$ cat src/rtl/bcd_pkg.sv
// Shared definitions for the sequential binary-to-BCD converter.
package bcd_pkg;

    localparam int unsigned NIBBLE_W = 4;

    typedef enum logic {
        ST_IDLE  = 1'b0,
        ST_SHIFT = 1'b1
    } state_t;

    // Minimum number of decimal digits d such that 10^d > 2^width - 1.
    function automatic int unsigned bcd_digits(input int unsigned width);
        longint unsigned limit;
        longint unsigned pow10;
        int unsigned     d;
        limit = (width >= 64) ? '1 : ((64'd1 << width) - 64'd1);
        pow10 = 64'd1;
        d     = 0;
        while ((pow10 <= limit) && (d < 20)) begin
            pow10 = pow10 * 64'd10;
            d     = d + 1;
        end
        return d;
    endfunction

endpackage

$ cat src/rtl/bcd_digit_adj.sv
// Double-dabble digit corrector: a nibble of 5 or more gets +3 before the shift.
module bcd_digit_adj
    import bcd_pkg::*;
(
    input  logic [NIBBLE_W-1:0] nibble_i,
    output logic [NIBBLE_W-1:0] nibble_o
);

    // Add 3 within the nibble; no carry leaves the digit.
    always_comb begin
        nibble_o = nibble_i;
        if (nibble_i >= 4'd5) begin
            nibble_o = nibble_i + 4'd3;
        end
    end

endmodule

$ cat src/rtl/bin_to_bcd_seq.sv
// Sequential binary-to-BCD converter (shift-and-add-3), one input bit per clock.
// Holds the last result on out_bcd and flags each new result with a one-cycle done.
module bin_to_bcd_seq
    import bcd_pkg::*;
#(
    parameter int unsigned IN_WIDTH = 8,
    parameter int unsigned DIGITS   = 3
) (
    input  logic                         clk,
    input  logic                         rst,
    input  logic                         in_valid,
    output logic                         in_ready,
    input  logic [IN_WIDTH-1:0]          in_data,
    output logic                         done,
    output logic [NIBBLE_W*DIGITS-1:0]   out_bcd
);

    localparam int unsigned BCD_W = NIBBLE_W * DIGITS;
    localparam int unsigned CNT_W = (IN_WIDTH > 1) ? $clog2(IN_WIDTH) : 1;
    localparam logic [CNT_W-1:0] CNT_LAST = CNT_W'(IN_WIDTH - 1);

    if (DIGITS < bcd_digits(IN_WIDTH)) begin : g_digits_check
        $error("bin_to_bcd_seq: DIGITS=%0d too small for IN_WIDTH=%0d (need %0d)",
               DIGITS, IN_WIDTH, bcd_digits(IN_WIDTH));
    end

    state_t              state_q,   state_d;
    logic [IN_WIDTH-1:0] bin_q,     bin_d;
    logic [BCD_W-1:0]    scratch_q, scratch_d;
    logic [CNT_W-1:0]    cnt_q,     cnt_d;
    logic [BCD_W-1:0]    out_q,     out_d;
    logic                done_q,    done_d;

    logic [BCD_W-1:0]    scratch_adj;
    logic [BCD_W-1:0]    scratch_shl;

    for (genvar g = 0; g < DIGITS; g++) begin : g_adj
        bcd_digit_adj u_adj (
            .nibble_i (scratch_q[g*NIBBLE_W +: NIBBLE_W]),
            .nibble_o (scratch_adj[g*NIBBLE_W +: NIBBLE_W])
        );
    end

    // Adjusted scratch shifted left, taking in the next binary MSB.
    always_comb begin
        scratch_shl = {scratch_adj[BCD_W-2:0], bin_q[IN_WIDTH-1]};
    end

    // Next-state, datapath and output decode for the IDLE/SHIFT controller.
    always_comb begin
        state_d   = state_q;
        bin_d     = bin_q;
        scratch_d = scratch_q;
        cnt_d     = cnt_q;
        out_d     = out_q;
        done_d    = 1'b0;
        case (state_q)
            ST_IDLE: begin
                if (in_valid) begin
                    bin_d     = in_data;
                    scratch_d = '0;
                    cnt_d     = '0;
                    state_d   = ST_SHIFT;
                end
            end
            ST_SHIFT: begin
                scratch_d = scratch_shl;
                bin_d     = bin_q << 1;
                cnt_d     = cnt_q + 1'b1;
                if (cnt_q == CNT_LAST) begin
                    out_d   = scratch_shl;
                    done_d  = 1'b1;
                    state_d = ST_IDLE;
                end
            end
            default: begin
                state_d = ST_IDLE;
            end
        endcase
    end

    // State and datapath registers; reset discards any conversion in flight.
    always_ff @(posedge clk) begin
        if (rst) begin
            state_q   <= ST_IDLE;
            bin_q     <= '0;
            scratch_q <= '0;
            cnt_q     <= '0;
            out_q     <= '0;
            done_q    <= 1'b0;
        end else begin
            state_q   <= state_d;
            bin_q     <= bin_d;
            scratch_q <= scratch_d;
            cnt_q     <= cnt_d;
            out_q     <= out_d;
            done_q    <= done_d;
        end
    end

    assign in_ready = (state_q == ST_IDLE);
    assign done     = done_q;
    assign out_bcd  = out_q;

endmodule

$ cat config.mk
export PLATFORM = sky130hd
export DESIGN_NAME = bin_to_bcd_seq
export DESIGN_NICKNAME = d
export VERILOG_FILES = /design/src/rtl/bcd_pkg.sv /design/src/rtl/bcd_digit_adj.sv /design/src/rtl/bin_to_bcd_seq.sv
export SDC_FILE = /design/constraint.sdc
export NUM_CORES = 1
export LEC_CHECK = 0
export BUFFER_PORTS_ARGS = -buffer_cell sky130_fd_sc_hd__buf_2
export CAP_MARGIN = 0
export CORE_MARGIN = 2
export CORE_UTILIZATION = 25
export CTS_CLUSTER_SIZE = 20
export DETAILED_ROUTE_END_ITERATION = 10
export PLACE_DENSITY_LB_ADDON = 0.25
export SYNTH_ARGS = -nofsm -noshare
export SYNTH_HDL_FRONTEND = slang
export SYNTH_SLANG_ARGS = --single-unit
$ cat constraint.sdc
create_clock -name clk -period 1.7 [get_ports clk]
set_input_delay 0.255 -clock clk [delete_from_list [all_inputs] [get_ports clk]]
set_output_delay 0.255 -clock clk [all_outputs]
set_load 0.01 [all_outputs]
After elaboration in Yosys (flattened, before gate mapping)

Cells that the tools add are included.
W data, S select, Z words.

Register bits after elaboration: 37
Input bits: 11
Output and inout port bits: 14
Logic and storage cells: 31

Add/sub/neg operators: 4
Magnitude comparators: 3
Equal/unequal tests: 2
Multiplexer cells: 13
Bitwise logic cells: 1
Reduce and logical (&&, ||, !) cells: 2

Operators by type and width:

| operator              | count |
|---|---|
| $pmux W12 S2          | 1 |
| $pmux W8 S2           | 1 |
| $ge A4 B3 Y1 const B  | 3 |
| $mux W12              | 1 |
| $add A4 B2 Y4 const B | 2 |
| $mux W4               | 2 |
| $mux W8               | 1 |
| $mux W3               | 2 |
| $pmux W3 S2           | 1 |
| $add A3 B1 Y3 const B | 1 |
| $add A3 B2 Y3 const B | 1 |
| $eq A3 B3 Y1 const B  | 1 |
| $mux W1               | 3 |
| $ne A2 B2 Y1 const B  | 1 |
| $pmux W1 S2           | 1 |
| $reduce_and A2 Y1     | 1 |
| $reduce_or A2 Y1      | 1 |
| $not A1 Y1            | 1 |

Longest topological paths before layout

Depth after elaboration: 3
Mapped depth: 7
Depth with buffers taken out: 6

Hierarchy

Synthesis repeated with hierarchy kept, for this count alone.

Cells, all modules: 212
Area total of the unflattened synthesis: 1908.1 sq um

Modules (own cells, without submodules):

| module         | instances | cells an instance | area each (sq um) | seq. area each (sq um) |
|---|---|---|---|---|
| bin_to_bcd_seq | 1         | 164               | 1604.0            | 740.7 |
| bcd_digit_adj  | 3         | 16                | 101.3             | 0.0 |

Least setup slack after synthesis

Ideal clock, no wire load.

Path kind: reg-to-reg
From: register scratch_q[8]
To: register scratch_q[10]
Library setup time: 0.069 ns
Data arrival time: 1.374 ns
Data required time: 1.631 ns
Path slack: 0.257 ns
Stages on the path, launching flop included: 7
Buffers on the path: 0
Clock period less this slack: 1.443 ns
Cell sequence: dfxtp_1 inv_1 ha_1 nand2b_1 a21oi_2 mux2_1 o21ai_1

Cells in the longest elaborated chain, start to end: 3
Elaborated cells between the ends (all ways): 4
Classes of those cells: 1 x add/sub; 1 x order compare; 2 x mux

RTL lines:

| item                                          | RTL line                                 | RTL |
|---|---|---|
| start, declared                               | bin_to_bcd_seq.sv:29                     | `logic [BCD_W-1:0] scratch_q, scratch_d;` |
| start signal, assigned                        | bin_to_bcd_seq.sv:94                     | `scratch_q <= scratch_d;` |
| $ge A4 B3 Y1 or $add A3 B2 Y3 (tied branches) | bcd_digit_adj.sv:12, bcd_digit_adj.sv:13 |  |
| $mux W3 *                                     | bcd_digit_adj.sv:12                      | `if (nibble_i >= 4'd5) begin` |
| $pmux W12 S2 *                                | bin_to_bcd_seq.sv:57                     | `case (state_q)` |

Every way passes the cells marked *; elsewhere a longest branch is shown, timed or not.
A chain may end at the register's enable or synchronous reset.

Worst setup path after layout

Ends and elaborated chain as after synthesis.

==> run summary <==
Status: completed
Worst EP arrival: 1780 ps
IO Pins: 25
Max Cap Violations: 0
Syn_area_per_cell: 9.11 µm²
Synthesis-to-layout area growth: 16.6%
Worst Tran Pin Value: 419 ps
Core area: 6350 µm²
Initial Utilization: 26.0%
H-tree levels: 2
Post-Layout Cell Count: 284
Dpl ws: 134 ps
Register area share after synthesis: 44.9%
Synth Instances: 181
Post-CTS sizing: 0
Routability Congestion: 0.730
Num CTS Buffers: 5
Post-DP HPWL: 2420 µm
Slew margin rel.: 71.9%
Ant. Diodes: 0
Drt via density: 4.48
Worst IR Drop VDD: 0.000460 V
CP max stage delay: 370 ps
Yosys reg bits: 37
Die W: 85.2 µm
First-pass GRT wire length: 5960 µm
Syn_nets: 200
Routed Antenna Nets: 0
Grt ovf: 0
Post-CTS setup repair buffer count: 0
Clk_lat worst skew: 280 ps
RSZ-0062 raised after global routing: false
Setup crit end kind: flip-flop
Reg clk slew, reported paths: 70 ps
Max Freq: 0.640 GHz
WS Path Type: flip-flop to flip-flop
Layout cells sized above 1: 19.3%
Filler instances: 668
CTS tree: built
First DRT Iteration DRCs: 44
Most frequent cells in the layout: dfxtp_1 (37), buf_2 (24), nor2_1 (20), a21oi_1 (19), o21ai_1 (15)
TritonRoute pass-1 iters: 4
Clock sink count: 37
Multi-input gate area: 816 µm²
Worst setup margin: 138 ps
Placed cells: 278
Pwr Density: 815 nW/µm²
Total GRT Usage: 10.1%
Remaining DRCs: 0
Worst Skew: 6.58 ps
Initial antenna violation count: 0
Min Hold Slack: 276 ps
Reg area: 741 µm²
Critical path data required time: 1920 ps
Vias in the first global route: 1249
Max Slew Vio Count: 0
# hold bufs at CTS: 0
Pin count of the biggest net entering global routing: 21
Most common cell after layout, fill and taps aside: dfxtp_1
FFs w/ async S/R, synth: 0%
Port Buf Inserts: 24
Via count: 1273
Clock buffer depth: 2
CP cell instances: inv_1 > ha_1 > nand2b_1 > a21oi_2 > mux2_1 > o21ai_1
Crit path time final: 1560 ps
CP max stage cell: mux2_1
Tcrit/Tclk final: 91.9%
Finished Cell Area: 1920 µm²
CTS root buf: clkbuf_8
Syn Std Cell Area: 1650 µm²
Routed wire length: 3340 µm
Worst min path class: input pin to flip-flop
Die ar.: 7260 µm²
Top FF cell, synth: dfxtp_1
Wire per inst: 11.8 µm
Final setup vio count: 0
Overall die height: 85.2 µm
Critical Path Source Type: flip-flop
Final Hold Fails: 0
Leakage: 0.000791 µW
Post-DP Area: 1850 µm²
Row cnt: 29
Final setup TNS: 0 ps
Warnings, synthesis: 0
Count of cell types in the netlist: 28
Number of synthesized flops with an enable pin: 0
Worst Path Max Fanout: 5
Nets: 227
[routing by layer]
metal	global-route usage, %	part of all wire, %
met5	0	0
met4	2.16	0.87
met3	3.40	4.3
met2	16.9	46
met1	12.8	49
[through the flow]
stage | total power, µW | util (%)
floorplan | 997 | -
global placement | 1030 | 29.1
detailed placement | 1030 | 29.1
CTS | 1600 | 30.3
global route | 1650 | 30.3
finish | 1570 | 30.3
[worst max-delay path: cells and delay by family, from the launching register on]
kind	cells	cell delay (ps)
multiplexers	1	370
AO/OA/AOI/OAI	2	350
flip-flops	1	340
adder cells (fa/ha/maj)	1	250
buffers and inverters	1	120
AND/OR/NAND/NOR	1	90
[Yosys cell counts, types with 2 or more instances]
| library cell | n | share of area (%) |
|---|---|---|
| nand2_1 | 8 | 1.8 |
| buf_4 | 2 | 0.91 |
| mux2i_1 | 12 | 7.3 |
| nand2b_1 | 4 | 1.5 |
| a21oi_1 | 19 | 5.8 |
| nor2_1 | 20 | 4.6 |
| inv_1 | 6 | 1.4 |
| o21ai_1 | 15 | 4.6 |
| dfxtp_1 | 37 | 45 |
| a22o_1 | 5 | 2.7 |
| nor3_1 | 7 | 2.1 |
| nor3b_1 | 7 | 3.2 |
| a21o_1 | 2 | 0.91 |
| nand3_1 | 5 | 1.5 |
| ha_1 | 8 | 6.1 |
| buf_2 | 7 | 2.1 |
| a32o_1 | 4 | 2.4 |
| xnor2_1 | 3 | 1.6 |
[area by class of cell]
class | instances | share of cell area (%)
well taps | 77 | 5.01
multi-input cells | 126 | 42.4
clock inverters | 1 | 0.260
flip-flops and latches | 37 | 38.5
clock buffers | 5 | 3.58
repair buffers | 30 | 8.59
inverters | 8 | 1.63
[power breakdown]
| part | internal [µW] | switching [µW] |
|---|---|---|
| clock | 270 | 288 |
| combinational | 45.0 | 70.1 |
| sequential | 883 | 11.6 |
[state kept, by name, summed over array words and instances (netlist names)]
signal and count:
scratch_q 12, out_bcd 12, cnt_q 3, done 1, bin_q 8, state_q 1
[path summary, 6_finish.rpt]
kind                   endpoint  depth (start not counted)         start  slack (ps)
setup / recovery  scratch_q[10]                          6  scratch_q[8]         140
setup reg to reg  scratch_q[10]                          6  scratch_q[8]         140
hold / removal         bin_q[0]                          3    in_data[0]         280
hold reg to reg      out_bcd[9]                          2    out_bcd[9]         440
[cell families (layout without fill, tap and decap cells)]
logic type,Yosys count,after routing,share of synthesized area [%]
xor gates and xnor gates,3,3,1.59
buffers and inverters,18,44,5.61
muxes,13,13,7.97
adders and majority gates,8,8,6.07
DFF,37,37,44.9
AOI/OAI and AO/OA,47,47,17.4
and+or+nand+nor,55,55,16.5
No activity file was read; power rests on OpenSTA's default activity.
